==> src/rtl/membuf_pkg.sv <==
`default_nettype none
// ============================================================================
// Module   : membuf_pkg
// Brief    : Shared widths, entry layout and byte-lane helpers for membuf.
// Revision : 1.0 - initial release
// ============================================================================
package membuf_pkg;

   localparam int XLEN      = 32;
   localparam int MEMB_PARA = 9;

   // funct3[1:0] access size codes
   localparam logic [1:0] c_SZ_BYTE = 2'b00;
   localparam logic [1:0] c_SZ_HALF = 2'b01;

   localparam logic [2:0] c_F3_LB  = 3'b000;
   localparam logic [2:0] c_F3_LH  = 3'b001;
   localparam logic [2:0] c_F3_LBU = 3'b100;
   localparam logic [2:0] c_F3_LHU = 3'b101;

   typedef enum logic [1:0] {
      S_IDLE = 2'd0,
      S_REQ  = 2'd1,
      S_WAIT = 2'd2
   } state_t;

   typedef struct packed {
      logic [4:0] rd;
      logic [2:0] funct3;
      logic       is_store;
   } para_t;

   typedef struct packed {
      para_t           para;
      logic [XLEN-1:0] addr;
      logic [XLEN-1:0] wdata;
   } entry_t;

   function automatic logic [3:0] byte_en(input logic [1:0] size, input logic [1:0] a);
      logic [3:0] be;
      case (size)
         c_SZ_BYTE: be = 4'b0001 << a;
         c_SZ_HALF: be = 4'b0011 << {a[1], 1'b0};
         default:   be = 4'b1111;
      endcase
      return be;
   endfunction

   function automatic logic [XLEN-1:0] lane_wdata(input logic [1:0] size, input logic [XLEN-1:0] wd);
      logic [XLEN-1:0] res;
      case (size)
         c_SZ_BYTE: res = {4{wd[7:0]}};
         c_SZ_HALF: res = {2{wd[15:0]}};
         default:   res = wd;
      endcase
      return res;
   endfunction

   // Half accesses ignore addr[0] so the lane always matches the byte enables.
   function automatic logic [XLEN-1:0] load_ext(input logic [2:0] f3, input logic [1:0] a,
                                                input logic [XLEN-1:0] rdata);
      logic [4:0]      shamt;
      logic [XLEN-1:0] lane;
      logic [XLEN-1:0] res;
      case (f3[1:0])
         c_SZ_BYTE: shamt = {a, 3'b000};
         c_SZ_HALF: shamt = {a[1], 4'b0000};
         default:   shamt = 5'd0;
      endcase
      lane = rdata >> shamt;
      case (f3)
         c_F3_LB:  res = {{(XLEN-8){lane[7]}}, lane[7:0]};
         c_F3_LH:  res = {{(XLEN-16){lane[15]}}, lane[15:0]};
         c_F3_LBU: res = {{(XLEN-8){1'b0}}, lane[7:0]};
         c_F3_LHU: res = {{(XLEN-16){1'b0}}, lane[15:0]};
         default:  res = lane;
      endcase
      return res;
   endfunction

endpackage
`default_nettype wire

==> src/rtl/membuf_fifo.sv <==
`default_nettype none
// ============================================================================
// Module   : membuf_fifo
// Brief    : DEPTH-entry register FIFO with wrap-bit pointers and occupancy.
// Revision : 1.0 - initial release
// ============================================================================
module membuf_fifo #(
   parameter int WIDTH = 73,
   parameter int DEPTH = 4,
   parameter int AW    = 2
) (
   input  logic             clk,
   input  logic             rst,
   input  logic             push,
   input  logic             pop,
   input  logic [WIDTH-1:0] wdata,
   output logic [WIDTH-1:0] rdata,
   output logic [AW:0]      count,
   output logic             empty
);

   localparam logic [AW:0] c_FULL = (AW+1)'(DEPTH);

   logic [WIDTH-1:0] r_mem [DEPTH];
   logic [AW:0]      r_wr_ptr;
   logic [AW:0]      r_rd_ptr;
   logic             w_push;
   logic             w_pop;

   // Occupancy falls out of the wrap-bit pointer difference.
   assign count  = r_wr_ptr - r_rd_ptr;
   assign empty  = (r_wr_ptr == r_rd_ptr);
   assign w_push = push & (count != c_FULL);
   assign w_pop  = pop & ~empty;
   assign rdata  = r_mem[r_rd_ptr[AW-1:0]];

   always_ff @(posedge clk or posedge rst) begin
      if (rst) begin
         r_wr_ptr <= '0;
         r_rd_ptr <= '0;
      end else begin
         if (w_push) r_wr_ptr <= r_wr_ptr + 1'b1;
         if (w_pop)  r_rd_ptr <= r_rd_ptr + 1'b1;
      end
   end

   always_ff @(posedge clk) begin
      if (w_push) r_mem[r_wr_ptr[AW-1:0]] <= wdata;
   end

endmodule
`default_nettype wire

==> src/rtl/membuf.sv <==
`default_nettype none
// ============================================================================
// Module   : membuf
// Brief    : In-order load/store buffer issuing to a single-outstanding bus.
// Revision : 1.0 - initial release
// ============================================================================
module membuf
   import membuf_pkg::*;
#(
   parameter int DEPTH = 4,
   parameter int AW    = 2
) (
   input  logic                 clk,
   input  logic                 rst,
   input  logic                 in_vld,
   input  logic [MEMB_PARA-1:0] in_para,
   input  logic [XLEN-1:0]      in_addr,
   input  logic [XLEN-1:0]      in_wdata,
   output logic                 membuf_full,
   output logic                 membuf_empty,
   output logic                 dmem_req,
   output logic                 dmem_we,
   output logic [XLEN-1:0]      dmem_addr,
   output logic [3:0]           dmem_be,
   output logic [XLEN-1:0]      dmem_wdata,
   input  logic                 dmem_gnt,
   input  logic                 dmem_rvalid,
   input  logic [XLEN-1:0]      dmem_rdata,
   output logic                 ld_vld,
   output logic [4:0]           ld_sel,
   output logic [XLEN-1:0]      ld_data
);

   state_t          r_state;
   state_t          w_next_state;
   entry_t          w_in_entry;
   entry_t          w_head;
   logic [AW:0]     w_count;
   logic            w_fifo_empty;
   logic            w_push;
   logic            w_pop;
   logic            w_ld_done;
   logic            r_ld_vld;
   logic [4:0]      r_ld_sel;
   logic [XLEN-1:0] r_ld_data;

   assign w_in_entry  = {in_para, in_addr, in_wdata};
   // Full comes from registered occupancy only: a same-cycle pop never frees a slot.
   assign membuf_full = (w_count == (AW+1)'(DEPTH));
   assign w_push      = in_vld & ~membuf_full;
   assign w_ld_done   = (r_state == S_WAIT) & dmem_rvalid;
   assign w_pop       = ((r_state == S_REQ) & dmem_gnt & w_head.para.is_store) | w_ld_done;

   membuf_fifo #(
      .WIDTH ($bits(entry_t)),
      .DEPTH (DEPTH),
      .AW    (AW)
   ) u_fifo (
      .clk   (clk),
      .rst   (rst),
      .push  (w_push),
      .pop   (w_pop),
      .wdata (w_in_entry),
      .rdata (w_head),
      .count (w_count),
      .empty (w_fifo_empty)
   );

   always_ff @(posedge clk or posedge rst) begin
      if (rst) r_state <= S_IDLE;
      else     r_state <= w_next_state;
   end

   always_comb begin
      w_next_state = r_state;
      dmem_req     = 1'b0;
      dmem_we      = 1'b0;
      dmem_addr    = '0;
      dmem_be      = 4'b0000;
      dmem_wdata   = '0;
      case (r_state)
         S_IDLE: begin
            if (!w_fifo_empty) w_next_state = S_REQ;
         end
         S_REQ: begin
            dmem_req   = 1'b1;
            dmem_we    = w_head.para.is_store;
            dmem_addr  = {w_head.addr[XLEN-1:2], 2'b00};
            dmem_be    = byte_en(w_head.para.funct3[1:0], w_head.addr[1:0]);
            dmem_wdata = lane_wdata(w_head.para.funct3[1:0], w_head.wdata);
            if (dmem_gnt) w_next_state = w_head.para.is_store ? S_IDLE : S_WAIT;
         end
         S_WAIT: begin
            if (dmem_rvalid) w_next_state = S_IDLE;
         end
         default: w_next_state = S_IDLE;
      endcase
   end

   // Head entry still describes the load while in WAIT; it pops on this same edge.
   always_ff @(posedge clk or posedge rst) begin
      if (rst) begin
         r_ld_vld  <= 1'b0;
         r_ld_sel  <= '0;
         r_ld_data <= '0;
      end else begin
         r_ld_vld <= w_ld_done;
         if (w_ld_done) begin
            r_ld_sel  <= w_head.para.rd;
            r_ld_data <= load_ext(w_head.para.funct3, w_head.addr[1:0], dmem_rdata);
         end
      end
   end

   assign ld_vld       = r_ld_vld;
   assign ld_sel       = r_ld_sel;
   assign ld_data      = r_ld_data;
   assign membuf_empty = w_fifo_empty & (r_state == S_IDLE);

endmodule
`default_nettype wire

==> config.mk <==
export PLATFORM = sky130hd
export DESIGN_NAME = membuf
export DESIGN_NICKNAME = d
export VERILOG_FILES = /design/src/rtl/membuf_pkg.sv /design/src/rtl/membuf_fifo.sv /design/src/rtl/membuf.sv
export SDC_FILE = /design/constraint.sdc
export NUM_CORES = 1
export LEC_CHECK = 0
export ABC_AREA = 1
export ABC_CLOCK_PERIOD_IN_PS = 5560
export BUFFER_PORTS_ARGS = -buffer_cell sky130_fd_sc_hd__buf_2
export CORE_ASPECT_RATIO = 2
export CORE_MARGIN = 5
export CORE_UTILIZATION = 35
export DETAILED_ROUTE_END_ITERATION = 7
export HOLD_SLACK_MARGIN = 0.03
export SYNTH_ARGS = -nofsm -noshare
export SYNTH_HDL_FRONTEND = slang
export SYNTH_HIERARCHICAL = 1
export SYNTH_SLANG_ARGS = --single-unit
==> constraint.sdc <==
create_clock -name clk -period 5.56 [get_ports clk]
set_input_delay 0.278 -clock clk [delete_from_list [all_inputs] [get_ports clk]]
set_output_delay 0.278 -clock clk [all_outputs]
set_load 0.05 [all_outputs]
---- Word level (Yosys, flattened, before mapping) ----
Memories as Yosys holds them, arrays and structs flattened.
Index checks and enable logic that the tools add are counted.
cells by class
  reduce and logical (&&, ||, !) cells .... 4
  multiplexer cells ....................... 17
  bitwise operators ....................... 10
  $add $sub $neg .......................... 3
  shift-type cells ........................ 3
  equality and inequality tests ........... 12
operators by type and width
  cell                                                                number
  32-bit one-hot mux with 4 select lines                              1
  32-bit 2-to-1 mux                                                   2
  32-bit one-hot mux with 2 select lines                              1
  32-bit by 5-bit >> shifter with 32-bit output                       1
  5-bit one-hot mux with 2 select lines                               1
  3-bit == test (second input constant)                               3
  2-bit 2-to-1 mux                                                    4
  4-bit one-hot mux with 2 select lines                               1
  1-bit bitwise AND                                                   7
  3-bit by 1-bit adder with 3-bit output (second input constant)      2
  2-bit inequality test (second input constant)                       3
  2-bit one-hot mux with 3 select lines                               1
  5-bit 2-to-1 mux                                                    1
  2-bit by 1-bit == test with 1-bit output (second input constant)    2
  2-bit logical NOT                                                   2
  1-bit 2-to-1 mux                                                    4
  4-bit 2-to-1 mux                                                    1
  1-bit by 2-bit << shifter with 4-bit output (first input constant)  1
  2-bit by 2-bit << shifter with 4-bit output (first input constant)  1
  3-bit by 1-bit == test with 1-bit output (second input constant)    1
  3-bit == test                                                       1
  3-bit logical NOT                                                   1
  3-bit inequality test (second input constant)                       1
  3-bit AND reduction                                                 1
  4 further kinds                                                     5
storage, ports and cells
  logic and storage cells ................. 56
  input port bits ......................... 110
  bits in writable memories ............... 292
  output and inout port bits .............. 110
  register bits after elaboration ......... 46
  memories ................................ 1
memory list
  name          depth  bits a word  rd ports  clocked after Yosys merged registers in  wr ports  line               text
  u_fifo.r_mem  4      73           1         0                                        1         membuf_fifo.sv:24  logic [WIDTH-1:0] r_mem [DEPTH];

---- Longest topological paths before layout ----
  word-level depth ........................ 7
  gate-level depth with buffers ........... 17
  gate-level depth less buffers ........... 14

---- Hierarchy ----
The synthesis kept the hierarchy.
modules (own cells, without submodules)
  module       cells each  sequential area each (µm²)  times used  area an instance (µm²)
  membuf_fifo  769         8918.6                      1           11309.6
  membuf       513         1001.0                      1           3114.2

---- Least setup slack after synthesis ----
Ideal clock, no wire load.
  kind .................................... register -> register
  start point ............................. register u_fifo.r_rd_ptr[1]
  end point ............................... memory u_fifo.r_mem[0][0] (enable)
  period minus slack after synthesis ...... 5.561 ns
  library setup time ...................... 0.505 ns
  setup slack ............................. -0.001 ns
  stages on the path, launching flop included .. 11
  arrival time ............................ 5.056 ns
  data required time ...................... 5.055 ns
  path buffers ............................ 2
  cell sequence ........................... dfrtp_1 inv_2 buf_4 buf_2 fa_1 nand3_1 nand2_1 nor3b_1 nor2_1 nand2_2 nor2_1
between the ends
  cells in the longest elaborated chain, start to end .. 7
  elaborated cells between the ends (all ways) .. 8
  those cells by class .................... add/sub: 1; eq/ne: 2; mux: 2; bitwise: 3
ends and longest elaborated chain
  element                                 line               text
  start, declared                         membuf_fifo.sv:26  logic [AW:0] r_rd_ptr;
  start signal, assigned                  membuf_fifo.sv:43  if (w_pop) r_rd_ptr <= r_rd_ptr + 1'b1;
  3-bit subtractor                        membuf_fifo.sv:31  assign count = r_wr_ptr - r_rd_ptr;
  via w_count[2]                          membuf.sv:38       logic [AW:0] w_count;
  3-bit == test                           membuf.sv:49       assign membuf_full = (w_count == (AW+1)'(DEPTH));
  via membuf_full                         membuf.sv:19       output logic membuf_full,
  1-bit NOT                               membuf.sv:50       assign w_push = in_vld & ~membuf_full;
  1-bit bitwise AND                       membuf.sv:50
  via w_push                              membuf.sv:40       logic w_push;
  1-bit bitwise AND                       membuf_fifo.sv:33  assign w_push = push & (count != c_FULL);
  1-bit 2-to-1 mux                        membuf_fifo.sv:48  if (w_push) r_mem[r_wr_ptr[AW-1:0]] <= wdata;
  1-bit 2-to-1 mux (not written as such)  membuf_fifo.sv:48
  end, declared                           membuf_fifo.sv:24
The timed path passes the listed nets, and every way through them passes these cells.

==> results.yml <==
synthesis:
  syn_area_per_cell_um2: 11.3
  async_flop_share: 0.136
  synth_xor_area_frac: 0.00121
  synth_cell_type_count: 35
  synthAdderAreaFrac: 0.00746
  synthMuxAreaShare: 0
  yosys_warnings: 6
  synth-compound-area-share: 0.105
  synth_top_family_by_area: "simple AND/OR/NAND/NOR gates"
  ys_seq_elements: 338
  synth_edf_count: 292
  syn_inst: 1282
  synth_area_mm2: 0.0144
  synthSimpleGateAreaFrac: 0.134
  synth_ff_type: "edfxtp_1"
  ys_seq_area_frac: 0.688
clocking:
  clock-sinks: 338
  cts-resized-gates: 0
  cts_buffers: 31
  clk_latency_ns: 0.57
  cts_tree: "built"
  postCtsHoldBufs: 77
  cts_setup_buffers: 0
  max-clock-path-buffers: 3
  cts-root-buf: "clkbuf_16"
  htreeDepth: 1
  clkTransAtPathRegs_ns: 0.07
drt:
  vias_per_cell: 4.95
  met3WireLength_um: 2360
  maxUsedRoutingLayer: "met5"
  met2_length_um: 20900
  wl_met1_um: 15000
  wl_per_cell_um: 19.1
  vias: 10440
  drc: 0
  drt_pass1_iterations: 5
  ant_nets: 0
  drt_iter0_markers: 590
  wl_um: 40300
place:
  dpl.hpwl_um: 26800
  place_congestion: 0.907
  place_inst: 1973
  port_buffers: 217
global_routing:
  grt_pass1_vias: 10565
  grtUsageTotal: 0.171
  grt_max_degree: 99
  antenna_found_initial: 4
  overflow: 0
  grt_first_pass_wirelength_um: 61500
floorplanning:
  io_pins: 220
  start_util: 0.353
  coreArea_mm2: 0.0409
  num_rows: 105
  dieArea_mm2: 0.0456
  fp.dieW_um: 154
  dieHeight_um: 297
worst_setup_path:
  critPathLaunchType: "register"
  critPathMaxFanout: 98
  cpPeakStageDelay_ns: 0.86
  crit_required_ns: 5.28
  cp-end-kind: "output pin"
  r2r_cells: 12
  cp_common_cell: "o22ai_1"
  crit_arrival_ns: 3.77
  critical_path_class: "reg2out"
  r2r_slack_ns: 1.78
  slowest_stage: "buf_4"
  path_cells: "buf_4 > o21ai_0 > o22ai_1 > o22ai_1 > nor3_1 > buf_2"
timing:
  min_period_over_period: 0.729
  final_max_slew_viol_count: 0
  fin_worst_skew_ns: 0.00953
  finalHoldViolCount: 0
  rsz0062_at_grt: "no"
  relSlewSlack: 0.158
  setup_viol: 0
  worstMarginPinSlew_ns: 1.26
  fmax_mhz: 247
  period_needed_ns: 4.05
finish:
  final_cell_mix: "292 x edfxtp_1, 218 x nor2_1, 217 x buf_2"
  drive_above_1_share: 0.207
  nets: 1666
  final_cells: 2111
  final_common_cell: "edfxtp_1"
  area_growth_pct: 22.5
min_path:
  worstHoldPathType: "in2reg"
  hold_path_depth: 5
run_status:
  status: "finished clean"
run:
  maxCapViolCount: 0
## path summary, 6_finish.rpt
check / start / endpoint
max in group asynchronous: rst / ld_data[27]
setup / recovery: u_fifo/r_rd_ptr[0] / dmem_wdata[31]
hold reg to reg: ld_sel[0] / ld_sel[0]
setup reg to reg: u_fifo/r_rd_ptr[0] / u_fifo/r_mem[3][26]
min in group asynchronous: rst / u_fifo/r_wr_ptr[2]
hold / removal: dmem_rdata[28] / ld_data[28]
## metal layers
metal	up-vias	global-route usage
met1	4959	0.193
met4	2	0.0855
met5	-	0
met3	87	0.0242
li1	4991	-
met2	401	0.313
## cell families after synthesis
family	after synthesis
xor+xnor	2
fa+ha+maj	8
compound gates	282
flops	338
simple gates	463
buf+inv	188
other cells	1
## through the flow
step | TNS, ns | area [um^2] | hold slack [ns] | utilization | worst slack (ns)
after CTS | 0 | 17700 | 0.0379 | 0.432 | 1.44
after floorplan | -0.195 | 14400 | 0.0690 | - | -0.000892
after detailed placement | 0 | 15900 | 0.248 | 0.389 | 1.75
after global routing | 0 | 17700 | 0.0598 | 0.432 | 1.15
after global placement | 0 | 15900 | 0.247 | 0.389 | 1.77
final | 0 | 17700 | 0.0705 | 0.433 | 1.51
## final cells by class
| cell class | count | area [um^2] |
|---|---|---|
| sequential | 338 | 9920 |
| multi-input combinational | 757 | 3620 |
| antenna | 4 | 10.0 |
| tap | 535 | 669 |
| clock buffer | 34 | 787 |
| fill | 3828 | 23200 |
| timing repair buffer | 312 | 2030 |
| inverter | 108 | 412 |
| clock inverter | 23 | 221 |
## state kept, by name (all words and copies together) (netlist names)
signal / flops
u_fifo/r_rd_ptr: 3
ld_vld: 1
ld_data: 32
r_state: 2
u_fifo/r_wr_ptr: 3
u_fifo/r_mem: 292
ld_sel: 5
## cell usage after synthesis (2+ instances only)
| cell type | count | area, um^2 |
|---|---|---|
| dfrtp_1 | 46 | 1150 |
| nand3_2 | 4 | 40.0 |
| nand3_1 | 71 | 355 |
| o21ai_0 | 109 | 546 |
| nand2_1 | 140 | 526 |
| nand2_2 | 2 | 12.5 |
| inv_1 | 101 | 379 |
| nor3_1 | 3 | 15.0 |
| inv_4 | 2 | 12.5 |
| buf_4 | 13 | 97.6 |
| a21oi_1 | 21 | 105 |
| edfxtp_1 | 292 | 8770 |
| o22ai_1 | 82 | 513 |
| inv_2 | 4 | 15.0 |
| o21ai_1 | 67 | 335 |
| nor2_1 | 221 | 830 |
| buf_2 | 15 | 75.1 |
| clkbuf_1 | 28 | 105 |
| buf_6 | 18 | 203 |
| buf_1 | 2 | 7.51 |
| or2_2 | 18 | 113 |
| ha_1 | 7 | 87.6 |
| clkbuf_2 | 4 | 20.0 |
## worst max-delay path, delay by kind of cell (launching register included)
kind                   cells  cell delay, ns
AOI/OAI and AO/OA          3            0.87
and+or+nand+nor            1            0.28
buffers and inverters      2            1.20
DFF                        1            0.79
Power is left out: the tool's default activity adds up to more than one toggle a clock period on the data nets, which glitch-free logic cannot reach.
